File: config.mk
export PLATFORM = sky130hd
export DESIGN_NAME = piece_gen
export DESIGN_NICKNAME = d
export VERILOG_FILES = /design/src/rtl/tetris_pkg.sv /design/src/rtl/piece_lfsr.sv /design/src/rtl/piece_gen.sv
export SDC_FILE = /design/constraint.sdc
export NUM_CORES = 1
export LEC_CHECK = 0
export ABC_CLOCK_PERIOD_IN_PS = 1600
export CORE_ASPECT_RATIO = 1.75
export CORE_MARGIN = 10
export CORE_UTILIZATION = 44
export DETAILED_ROUTE_END_ITERATION = 10
export HOLD_SLACK_MARGIN = 0.1
export MAX_ROUTING_LAYER = met4
export PLACE_DENSITY_LB_ADDON = 0.08
export SKIP_LAST_GASP = 1
export SLEW_MARGIN = 10
export SYNTH_ARGS = -nofsm -noshare
export SYNTH_HDL_FRONTEND = slang
export SYNTH_SLANG_ARGS = --single-unit
File: constraint.sdc
create_clock -name clk -period 1.6 [get_ports clk]
set_input_delay 0.32 -clock clk [delete_from_list [all_inputs] [get_ports clk]]
set_output_delay 0.32 -clock clk [all_outputs]
set_load 0.01 [all_outputs]
File: src/rtl/tetris_pkg.sv
// tetris_pkg: definitions shared by the piece generator and its LFSR.
//   - NUM_TYPES_DEFAULT : default number of piece shapes
//   - PIECE_W           : width of piece index / rotation outputs
//   - LFSR_W, LFSR_TAPS, LFSR_SEED_DEFAULT : random source geometry
//   - CAND_W            : number of LFSR bits used as a piece candidate
//   - gen_state_e       : generator FSM states
//   - lfsr_advance()    : one Fibonacci LFSR step
package tetris_pkg;

    localparam int unsigned NUM_TYPES_DEFAULT = 5;
    localparam int unsigned PIECE_W           = 10;

    localparam int unsigned LFSR_W = 16;
    // Taps 16,14,13,11 (1-based) -> bits 15,13,12,10.
    localparam logic [LFSR_W-1:0] LFSR_TAPS         = 16'hB400;
    localparam logic [LFSR_W-1:0] LFSR_SEED_DEFAULT = 16'hACE1;

    // Candidates are drawn from the low bits; 3 bits cover up to 8 shapes.
    localparam int unsigned CAND_W = 3;

    typedef enum logic [1:0] {
        StFill,
        StReady,
        StActive
    } gen_state_e;

    // Shift left, feeding the XOR of the tapped bits into bit 0.
    function automatic logic [LFSR_W-1:0] lfsr_advance(input logic [LFSR_W-1:0] cur);
        return {cur[LFSR_W-2:0], ^(cur & LFSR_TAPS)};
    endfunction

endpackage

File: src/rtl/piece_lfsr.sv
// piece_lfsr: free-running 16-bit Fibonacci LFSR used as the piece source.
// It advances every clock, regardless of whether the generator consumes a value.
// Parameters:
//   SEED  : reset value (must be nonzero, an all-zero state never leaves zero)
//   OUT_W : number of low state bits exposed on rnd
// Ports:
//   clk : clock, rising edge
//   rst : synchronous active-high reset, loads SEED
//   rnd : low OUT_W bits of the current LFSR state
module piece_lfsr
    import tetris_pkg::*;
#(
    parameter logic [LFSR_W-1:0] SEED  = LFSR_SEED_DEFAULT,
    parameter int unsigned       OUT_W = CAND_W
) (
    input  logic             clk,
    input  logic             rst,
    output logic [OUT_W-1:0] rnd
);

    logic [LFSR_W-1:0] lfsr_q;

    always_ff @(posedge clk) begin
        if (rst) begin
            lfsr_q <= SEED;
        end else begin
            lfsr_q <= lfsr_advance(lfsr_q);
        end
    end

    assign rnd = lfsr_q[OUT_W-1:0];

endmodule

File: src/rtl/piece_gen.sv
// piece_gen: random piece generator with a one-deep preview queue.
// An LFSR supplies a candidate every cycle; while the preview slot is empty
// (StFill) acceptable candidates are loaded into next_num. A spawn request
// moves the preview into the active slot and refills the preview.
//
// Optional build macro PIECE_BAG_EN: bag randomizer. A used-mask rejects
// shapes already drawn in the current bag, so every aligned group of
// NUM_TYPES accepted pieces is a permutation of 0..NUM_TYPES-1.
//
// Parameters:
//   NUM_TYPES : number of shapes, valid indices 0..NUM_TYPES-1 (<= 8)
//   LFSR_SEED : LFSR reset value (nonzero)
// Ports:
//   clk         : clock, rising edge
//   rst         : synchronous active-high reset
//   spawn_req   : request a new active piece, held until spawn_ack
//   rot_req     : single-cycle request to rotate the active piece
//   spawn_ack   : combinational pulse in the cycle the spawn is taken
//   block_num   : active piece index (registered)
//   rotate      : raw rotation count, wraps at 10 bits (registered)
//   next_num    : preview of the queued next piece (registered)
//   piece_valid : an active piece exists (registered)
module piece_gen
    import tetris_pkg::*;
#(
    parameter int unsigned       NUM_TYPES = NUM_TYPES_DEFAULT,
    parameter logic [LFSR_W-1:0] LFSR_SEED = LFSR_SEED_DEFAULT
) (
    input  logic               clk,
    input  logic               rst,
    input  logic               spawn_req,
    input  logic               rot_req,
    output logic               spawn_ack,
    output logic [PIECE_W-1:0] block_num,
    output logic [PIECE_W-1:0] rotate,
    output logic [PIECE_W-1:0] next_num,
    output logic               piece_valid
);

    gen_state_e        state;
    logic [CAND_W-1:0] cand;
    logic              cand_in_range;
    logic              cand_ok;
    logic              spawn_fire;
    logic              rot_fire;

    piece_lfsr #(
        .SEED  (LFSR_SEED),
        .OUT_W (CAND_W)
    ) u_lfsr (
        .clk (clk),
        .rst (rst),
        .rnd (cand)
    );

    assign cand_in_range = 32'(cand) < NUM_TYPES;

`ifdef PIECE_BAG_EN
    logic [NUM_TYPES-1:0] used_q;
    logic [NUM_TYPES-1:0] used_eff;
    logic [NUM_TYPES-1:0] cand_bit;

    always_comb begin
        // Shifts out to zero for out-of-range candidates; cand_in_range gates those anyway.
        cand_bit = NUM_TYPES'(1) << cand;
        // A full bag reads as empty, so the acceptance that opens the next bag
        // both clears the old bits and records the new shape.
        used_eff = (&used_q) ? '0 : used_q;
        cand_ok  = cand_in_range && ((used_eff & cand_bit) == '0);
    end

    always_ff @(posedge clk) begin
        if (rst) begin
            used_q <= '0;
        end else if (state == StFill && cand_ok) begin
            used_q <= used_eff | cand_bit;
        end
    end
`else
    assign cand_ok = cand_in_range;
`endif

    // Spawn is only possible once the preview is full; reset blocks it outright.
    assign spawn_fire = spawn_req && !rst && (state != StFill);
    assign spawn_ack  = spawn_fire;
    // A spawn in the same cycle takes precedence and drops the rotation.
    assign rot_fire   = rot_req && piece_valid && !spawn_fire;

    always_ff @(posedge clk) begin
        if (rst) begin
            state       <= StFill;
            block_num   <= '0;
            rotate      <= '0;
            next_num    <= '0;
            piece_valid <= 1'b0;
        end else begin
            if (rot_fire) begin
                rotate <= rotate + PIECE_W'(1);
            end

            case (state)
                StFill: begin
                    if (cand_ok) begin
                        next_num <= PIECE_W'(cand);
                        state    <= piece_valid ? StActive : StReady;
                    end
                end
                StReady, StActive: begin
                    if (spawn_fire) begin
                        block_num   <= next_num;
                        rotate      <= '0;
                        piece_valid <= 1'b1;
                        state       <= StFill;
                    end
                end
                default: begin
                    state <= StFill;
                end
            endcase
        end
    end

endmodule

* Word level (Yosys, flattened, before mapping)
Index checks and enable logic that the tools add are counted.
** Operators by class
- Add/sub/neg operators :: 1
- Order comparisons :: 1
- Equal/unequal tests :: 4
- Mux-type cells :: 7
- Reductions and logical operators :: 13
** Operators with widths (count)
- $mux 10 :: 3
- $reduce_xor 16->1 :: 1
- $add 10x1->10 const B :: 1
- $mux 2 :: 3
- $reduce_and 2->1 :: 3
- $logic_and 1x1->1 :: 4
- $ne 2x2->1 const B :: 2
- $pmux 2 s2 :: 1
- $lt 3x3->1 const B :: 1
- $eq 2x1->1 const B :: 1
- $eq 2x2->1 const B :: 1
- $logic_not 1->1 :: 2
- $logic_not 2->1 :: 1
- $reduce_bool 2->1 :: 1
- $reduce_or 2->1 :: 1
** Storage, ports and cells
- Register bits after elaboration :: 35
- Input bits :: 4
- Output and inout bits :: 32
- Logic and storage cells :: 32

* Depth between registers and ports, before layout
Gate-level depths: netlist of the first run.
- Word-level depth :: 8
- Depth in mapped cells :: 8

* Hierarchy
Synthesis of the first run repeated with hierarchy kept, for this count alone.
** Second synthesis, totals
- Cell total of the unflattened synthesis :: 161
- Area, all modules :: 1542.7 um^2
** By module, submodules not included
- piece_gen :: times used 1, cells each 122, area each 1066.0 um^2, sequential area each 380.4 um^2
- piece_lfsr :: times used 1, cells each 39, area each 476.7 um^2, sequential area each 320.3 um^2

* Least setup slack after synthesis of the first run
Ideal clock, no wire load.
- Path kind :: register to output
- Start :: register state[0]
- End :: output port spawn_ack
- Arrival :: 1291 ps
- Data required time :: 1280 ps
- Setup slack :: -11 ps
- Cell stages (with the launch flop) :: 7
- Path buffers :: 2
- Cells stage by stage :: dfxtp_1 inv_1 ha_1 or3b_4 inv_2 buf_6 buf_4
** On the way
- Longest elaborated chain between the ends :: 2
** RTL lines
- from (decl) :: RTL line piece_gen.sv:40 : gen_state_e state;
- from (signal assigned) :: RTL line piece_gen.sv:91 : state <= StFill;
- from (signal assigned) :: RTL line piece_gen.sv:105 : state <= piece_valid ? StActive : StReady;
- from (signal assigned) :: RTL line piece_gen.sv:113 : state <= StFill;
- $reduce_bool 2->1 :: RTL line piece_gen.sv:84 : assign spawn_fire = spawn_req && !rst && (state != StFill);
- $logic_and 1x1->1 :: RTL line piece_gen.sv:84
- to (decl) :: RTL line piece_gen.sv:33 : output logic spawn_ack,
No other way between the ends.

* Final worst setup path of the first run
Ends and elaborated chain as after synthesis.

==> impl_metrics.json, run 1 <==
{
  "antenna_found_initial": 0,
  "synth_warnings": 0,
  "row_count": 28,
  "syn-instance-count": 155,
  "clock_latency_ns": 0.27,
  "whs_ns": 0.412,
  "wl_per_cell_um": 14.1,
  "critical_path_buf_inv_count": 3,
  "drtIter0Drc": 21,
  "cpLargestDelayFamily": "simple AND/OR/NAND/NOR gates",
  "arrival_ns": 1.36,
  "hpwl_um": 2440,
  "cts_buffers": 5,
  "crit_path_max_fanout": 2,
  "max-cap-violations": 0,
  "yosysSeqAreaShare_pct": 46.7,
  "grt_pass1_wl_um": 5260,
  "antennaDiodeCount": 0,
  "powerDensity_nw_per_um2": 1050,
  "period_needed_ns": 1.68,
  "die_x_um": 64.1,
  "multi_input_area_um2": 768,
  "hold_path_class": "reg -> reg",
  "cp_slowest_cell": "or3b_4",
  "die_h_um": 97.2,
  "drive_gt1_share_pct": 26.6,
  "port_buffers": 21,
  "rsz0062_at_grt": "true",
  "synthTopCellsByArea": "dfxtp_1, buf_4, nor2b_1",
  "total_power_mw": 2.04,
  "grt_usage_pct": 10.6,
  "violations": "setup timing",
  "syn_avg_cell_area_um2": 9.67,
  "ys_types": 34,
  "min_path_cells": 1,
  "synth_top_area_share_pct": 46.7,
  "antenna_left": 0,
  "cts.path.max_buffers": 2,
  "cpPeakStageDelay_ns": 0.39,
  "min_period_over_period_pct": 105,
  "drv_slew": 0,
  "dr.pass1.iters": 5,
  "fin_skew_ns": 0.00409,
  "post_dp_cell_area_um2": 1760,
  "vias_per_cell": 5.01,
  "r2r_start": "state[0]$_SDFFE_PP0P_",
  "place_congestion": 0.793,
  "layout.area.seq_um2": 706,
  "syn_to_final_growth_pct": 29.4,
  "setup.worst_path.class": "reg -> out",
  "path_cells": "inv_2, ha_4, or3b_4, inv_4, buf_6",
  "final_core_util_pct": 58.3,
  "postLayoutSetupSlackWorst_ns": -0.0777,
  "vdd_ir_drop_max_v": 0.000644,
  "instances_no_fill": 233,
  "ios": 36,
  "htree_levels": 2,
  "min_to": "u_lfsr.lfsr_q[5]$_SDFF_PP1_",
  "clock-sinks": 35,
  "drc_errors": 0,
  "core_um2": 3330,
  "yosys_register_bits": 35,
  "p_leak_nw": 0.766,
  "initial_core_util_pct": 45.0,
  "grt_pass1_vias": 1131,
  "dpl.cell_count": 225,
  "stdcell_area_um2": 1940,
  "crit_path_end_kind": "primary output",
  "clockRootBuffer": "clkbuf_8",
  "hold_viol": 0,
  "cp-start-kind": "flip-flop",
  "reg2reg_depth": 8,
  "grt_start_max_net_pins": 36,
  "setup_viol": 2,
  "overflow": 0,
  "min_from": "u_lfsr.lfsr_q[4]$_SDFF_PP0_",
  "clk_pin_slew_worst_paths_ns": 0.06,
  "ctsHoldBuffers": 0,
  "timing.fmax_mhz": 596,
  "regToRegSetupSlack_ns": -0.01,
  "die_area_um2": 6230,
  "synth.largest_area_cell": "dfxtp_1",
  "critical_path_required_ns": 1.28,
  "fill_cells": 307,
  "nets": 195,
  "netlist_area_um2": 1500,
  "worstReg2RegEnd": "rotate[9]$_SDFF_PP0_",
  "cts_tree": "done",
  "status": "finished, violations left",
  "finalWirelength_um": 3290,
  "detailroute.via_count": 1168
}
## kinds of logic (layout without fill, tap and decap cells)
kind of cell	after synthesis	count (layout)	synth area share (%)
other	1	14	0.250
buffers and inverters	24	44	10.3
xor gates and xnor gates	3	3	1.75
DFF	35	35	46.7
muxes	4	4	2.67
AOI/OAI and AO/OA	26	26	10.9
adders and majority gates	2	2	1.67
and+or+nand+nor	60	60	25.8
## cell usage in the layout (no fill, tap or decap), types with 2 or more instances in the layout
cell type / n
a21oi_1: 7
inv_2: 2
buf_4: 11
dfxtp_2: 4
clkbuf_8: 5
dfxtp_1: 31
dlymetal6s2s_1: 4
mux2i_1: 4
nand3_1: 5
clkdlybuf4s50_1: 16
or2_2: 7
nand2_1: 4
nand3b_1: 5
o32ai_1: 2
conb_1: 14
nor4_2: 2
xor2_1: 2
o21ai_0: 7
o31ai_1: 4
buf_6: 2
or4_1: 3
nand2b_1: 7
or3b_2: 2
nand4_1: 4
a21oi_2: 2
inv_1: 2
nor2b_1: 9
or3b_4: 4
a21bo_2: 2
## routing by layer
layer	track usage, %	share of wire (%)	vias to the layer above
met2	19.0	57	25
met4	5.13	1.4	0
met3	3.93	4.9	4
met5	-	0	-
li1	-	-	580
met1	9.43	36	559
## worst max-delay path by stage
stage / start / slack [ns] / cells past startpoint / end
floorplan: state[0]$_SDFFE_PP0P_ / 0.03 / 6 / spawn_ack
global placement: spawn_req / -0.54 / 4 / spawn_ack
detailed placement: spawn_req / -0.52 / 4 / spawn_ack
CTS: state[0]$_SDFFE_PP0P_ / -0.11 / 5 / spawn_ack
global route: state[0]$_SDFFE_PP0P_ / -0.12 / 5 / spawn_ack
finish: state[0]$_SDFFE_PP0P_ / -0.08 / 5 / spawn_ack
## through the flow
| stage | setup TNS, ns | setup WS (ns) |
|---|---|---|
| 2_1_floorplan | 0 | 0.0346 |
| 3_3_place_gp | -5.41 | -0.542 |
| 3_5_place_dp | -5.32 | -0.519 |
| 4_1_cts | -0.739 | -0.115 |
| 5_1_grt | -0.321 | -0.118 |
| 6_report | -0.0876 | -0.0777 |
## area by class of cell
type	instances	share of cell area (%)
clock buffers	6	3.74
inverters	5	1.10
multi-input cells	109	39.6
flip-flops and latches	35	36.4
well taps	45	2.90
repair buffers	33	16.3
## cells in the mapped netlist (all sizes together)
| cell | count |
|---|---|
| a21bo | 2 |
| a21oi | 9 |
| a22oi | 1 |
| and2 | 1 |
| buf | 16 |
| clkbuf | 3 |
| conb | 1 |
| dfxtp | 35 |
| ha | 2 |
| inv | 5 |
| mux2i | 4 |
| nand2 | 4 |
| nand2b | 8 |
| nand3 | 5 |
| nand3b | 5 |
| nand4 | 4 |
| nor2 | 1 |
| nor2b | 9 |
| nor3 | 1 |
| nor4 | 3 |
| nor4b | 1 |
| o21a | 1 |
| o21ai | 7 |
| o31ai | 4 |
| o32ai | 2 |
| or2 | 7 |
| or3 | 1 |
| or3b | 6 |
| or4 | 4 |
| xnor2 | 1 |
| xor2 | 2 |
## repair_timing
action,4_1_cts,5_1_grt
pin swaps,2,3
endpoints found under the setup margin,17,18
setup buffers,1,1
resized for setup,16,16
## power breakdown
part / internal [mW] / leakage [nW] / switching (mW) / total (mW)
Clock: 0.289 / 0.0371 / 0.268 / 0.557
Sequential: 0.939 / 0.289 / 0.0461 / 0.985
Combinational: 0.267 / 0.439 / 0.227 / 0.495
Total: 1.50 / 0.766 / 0.542 / 2.04
## state kept, by name, indices dropped and copies added, names as in the netlist
name           cells
rotate            10
u_lfsr.lfsr_q     16
block_num          3
state              2
piece_valid        1
next_num           3
(Power assumes the default switching activity.)
==> inputs of run 2 (changes only) <==
- CAP_MARGIN: not set -> 20
- SETUP_SLACK_MARGIN: not set -> 0.4
==> run 2 against run 1 <==
Compared with the run above: the run still ends with setup timing left; clock skew rose by 0.0070 ns; worst hold slack got worse by 0.0060 ns; combinational power up 14%; global-route usage up 1.5 points; largest cell class unchanged; via count up 6.9%; routed wire length increased by 13%; flip-flop and latch count stayed put; utilization rose by 4.7 points; highest routed layer unchanged.
==> impl_metrics.json, run 2 (same netlist as run 1, synthesis figures left out) <==
{
  "drive_gt1_share_pct": 50.2,
  "wl_per_cell_um": 14.9,
  "fill_cells": 295,
  "clk_pin_slew_worst_paths_ns": 0.07,
  "drc_errors": 0,
  "hold_path_class": "reg -> reg",
  "timing.fmax_mhz": 592,
  "cts_buffers": 5,
  "stdcell_area_um2": 2100,
  "vias_per_cell": 5.04,
  "row_count": 28,
  "die_x_um": 64.1,
  "syn_to_final_growth_pct": 39.9,
  "hpwl_um": 2470,
  "crit_path_max_fanout": 2,
  "instances_no_fill": 248,
  "antenna_found_initial": 0,
  "postLayoutSetupSlackWorst_ns": -0.0893,
  "dpl.cell_count": 225,
  "cts_tree": "done",
  "overflow": 0,
  "post_dp_cell_area_um2": 1780,
  "arrival_ns": 1.37,
  "reg2reg_depth": 8,
  "critical_path_required_ns": 1.28,
  "grt_usage_pct": 12.1,
  "layout.area.seq_um2": 728,
  "antennaDiodeCount": 0,
  "period_needed_ns": 1.69,
  "detailroute.via_count": 1249,
  "port_buffers": 21,
  "antenna_left": 0,
  "final_cell_mix": "buf_4, dfxtp_1, dfxtp_2",
  "max-cap-violations": 0,
  "grt_start_max_net_pins": 36,
  "initial_core_util_pct": 45.0,
  "drtIter0Drc": 24,
  "rsz0062_at_grt": "true",
  "final_common_cell": "buf_4",
  "powerDensity_nw_per_um2": 1080,
  "min_path_cells": 1,
  "multi_input_area_um2": 803,
  "largest-register": "u_lfsr.lfsr_q",
  "p_leak_nw": 0.840,
  "die_h_um": 97.2,
  "grt_pass1_vias": 1282,
  "cp-start-kind": "flip-flop",
  "crit_path_end_kind": "primary output",
  "die_area_um2": 6230,
  "grt_pass1_wl_um": 5790,
  "final_core_util_pct": 63.0,
  "setup.worst_path.class": "reg -> out",
  "ios": 36,
  "violations": "setup timing",
  "status": "finished, violations left",
  "clock_latency_ns": 0.29,
  "dr.pass1.iters": 4,
  "finalWirelength_um": 3700,
  "drv_slew": 0,
  "fin_skew_ns": 0.0111,
  "clockRootBuffer": "clkbuf_8",
  "cts.path.max_buffers": 2,
  "place_congestion": 0.762,
  "nets": 208,
  "clock-sinks": 35,
  "core_um2": 3330,
  "ctsHoldBuffers": 0,
  "hold_viol": 0,
  "dp_slack_ns": -0.507,
  "htree_levels": 2,
  "largest_reg_flops": 16,
  "vdd_ir_drop_max_v": 0.00117,
  "setup_viol": 2,
  "reg_top3": "u_lfsr.lfsr_q (16), rotate (10)",
  "min_period_over_period_pct": 106
}
[run 2: layout make-up]
cell class              count  share of cell area, %
inverters                   5                   1.01
repair buffers             46                   18.3
clock buffers               7                   4.59
flip-flops and latches     35                   34.7
multi-input cells         109                   38.3
clock inverters             1                  0.358
well taps                  45                   2.68
[run 2: power breakdown]
group / switching (mW) / internal (mW) / total (mW) / leakage (nW)
logic: 0.255 / 0.310 / 0.564 / 0.493
registers: 0.0501 / 0.943 / 0.993 / 0.297
clock network: 0.314 / 0.391 / 0.705 / 0.0505
total: 0.619 / 1.64 / 2.26 / 0.840
[run 2: path summary, 6_finish.rpt]
path | start | end | slack (ns)
setup reg to reg | state[0]$_SDFFE_PP0P_ | rotate[9]$_SDFF_PP0_ | -0.01
setup / recovery | state[0]$_SDFFE_PP0P_ | spawn_ack | -0.09
hold / removal | u_lfsr.lfsr_q[4]$_SDFF_PP0_ | u_lfsr.lfsr_q[5]$_SDFF_PP1_ | 0.41
hold reg to reg | u_lfsr.lfsr_q[4]$_SDFF_PP0_ | u_lfsr.lfsr_q[5]$_SDFF_PP1_ | 0.41
[run 2: per-layer routing]
| metal | GRT usage (%) | routed length [µm] |
|---|---|---|
| met1 | 9.44 | 1260 |
| met2 | 21.5 | 2070 |
| met3 | 4.62 | 199 |
| met4 | 9.11 | 168 |
| met5 | - | 0 |
[run 2: through the flow]
| step | setup TNS (ns) | total power [mW] | hold slack, ns |
|---|---|---|---|
| final | -0.103 | 2.26 | 0.406 |
| after global routing | -0.568 | 2.37 | 0.421 |
| after CTS | -0.337 | 2.22 | 0.411 |
| after detailed placement | -4.68 | 1.47 | 0.397 |
| after global placement | -4.28 | 1.46 | 0.393 |
| after floorplan | 0 | 1.35 | 0.389 |
[run 2: critical path, cell delays in order (launching register included)]
cell,delay (ns)
dfxtp_2,0.34
inv_2,0.04
ha_4,0.14
or3b_4,0.39
inv_4,0.07
buf_6,0.09
[run 2: repair_timing]
action / 4_1_cts / 5_1_grt
cloned: 0 / 0
pin swaps: 4 / 4
setup buffers: 12 / 3
gates resized for setup: 87 / 27
endpoints found under the hold margin: 0 / 0
setup endpoints to repair: 34 / 31
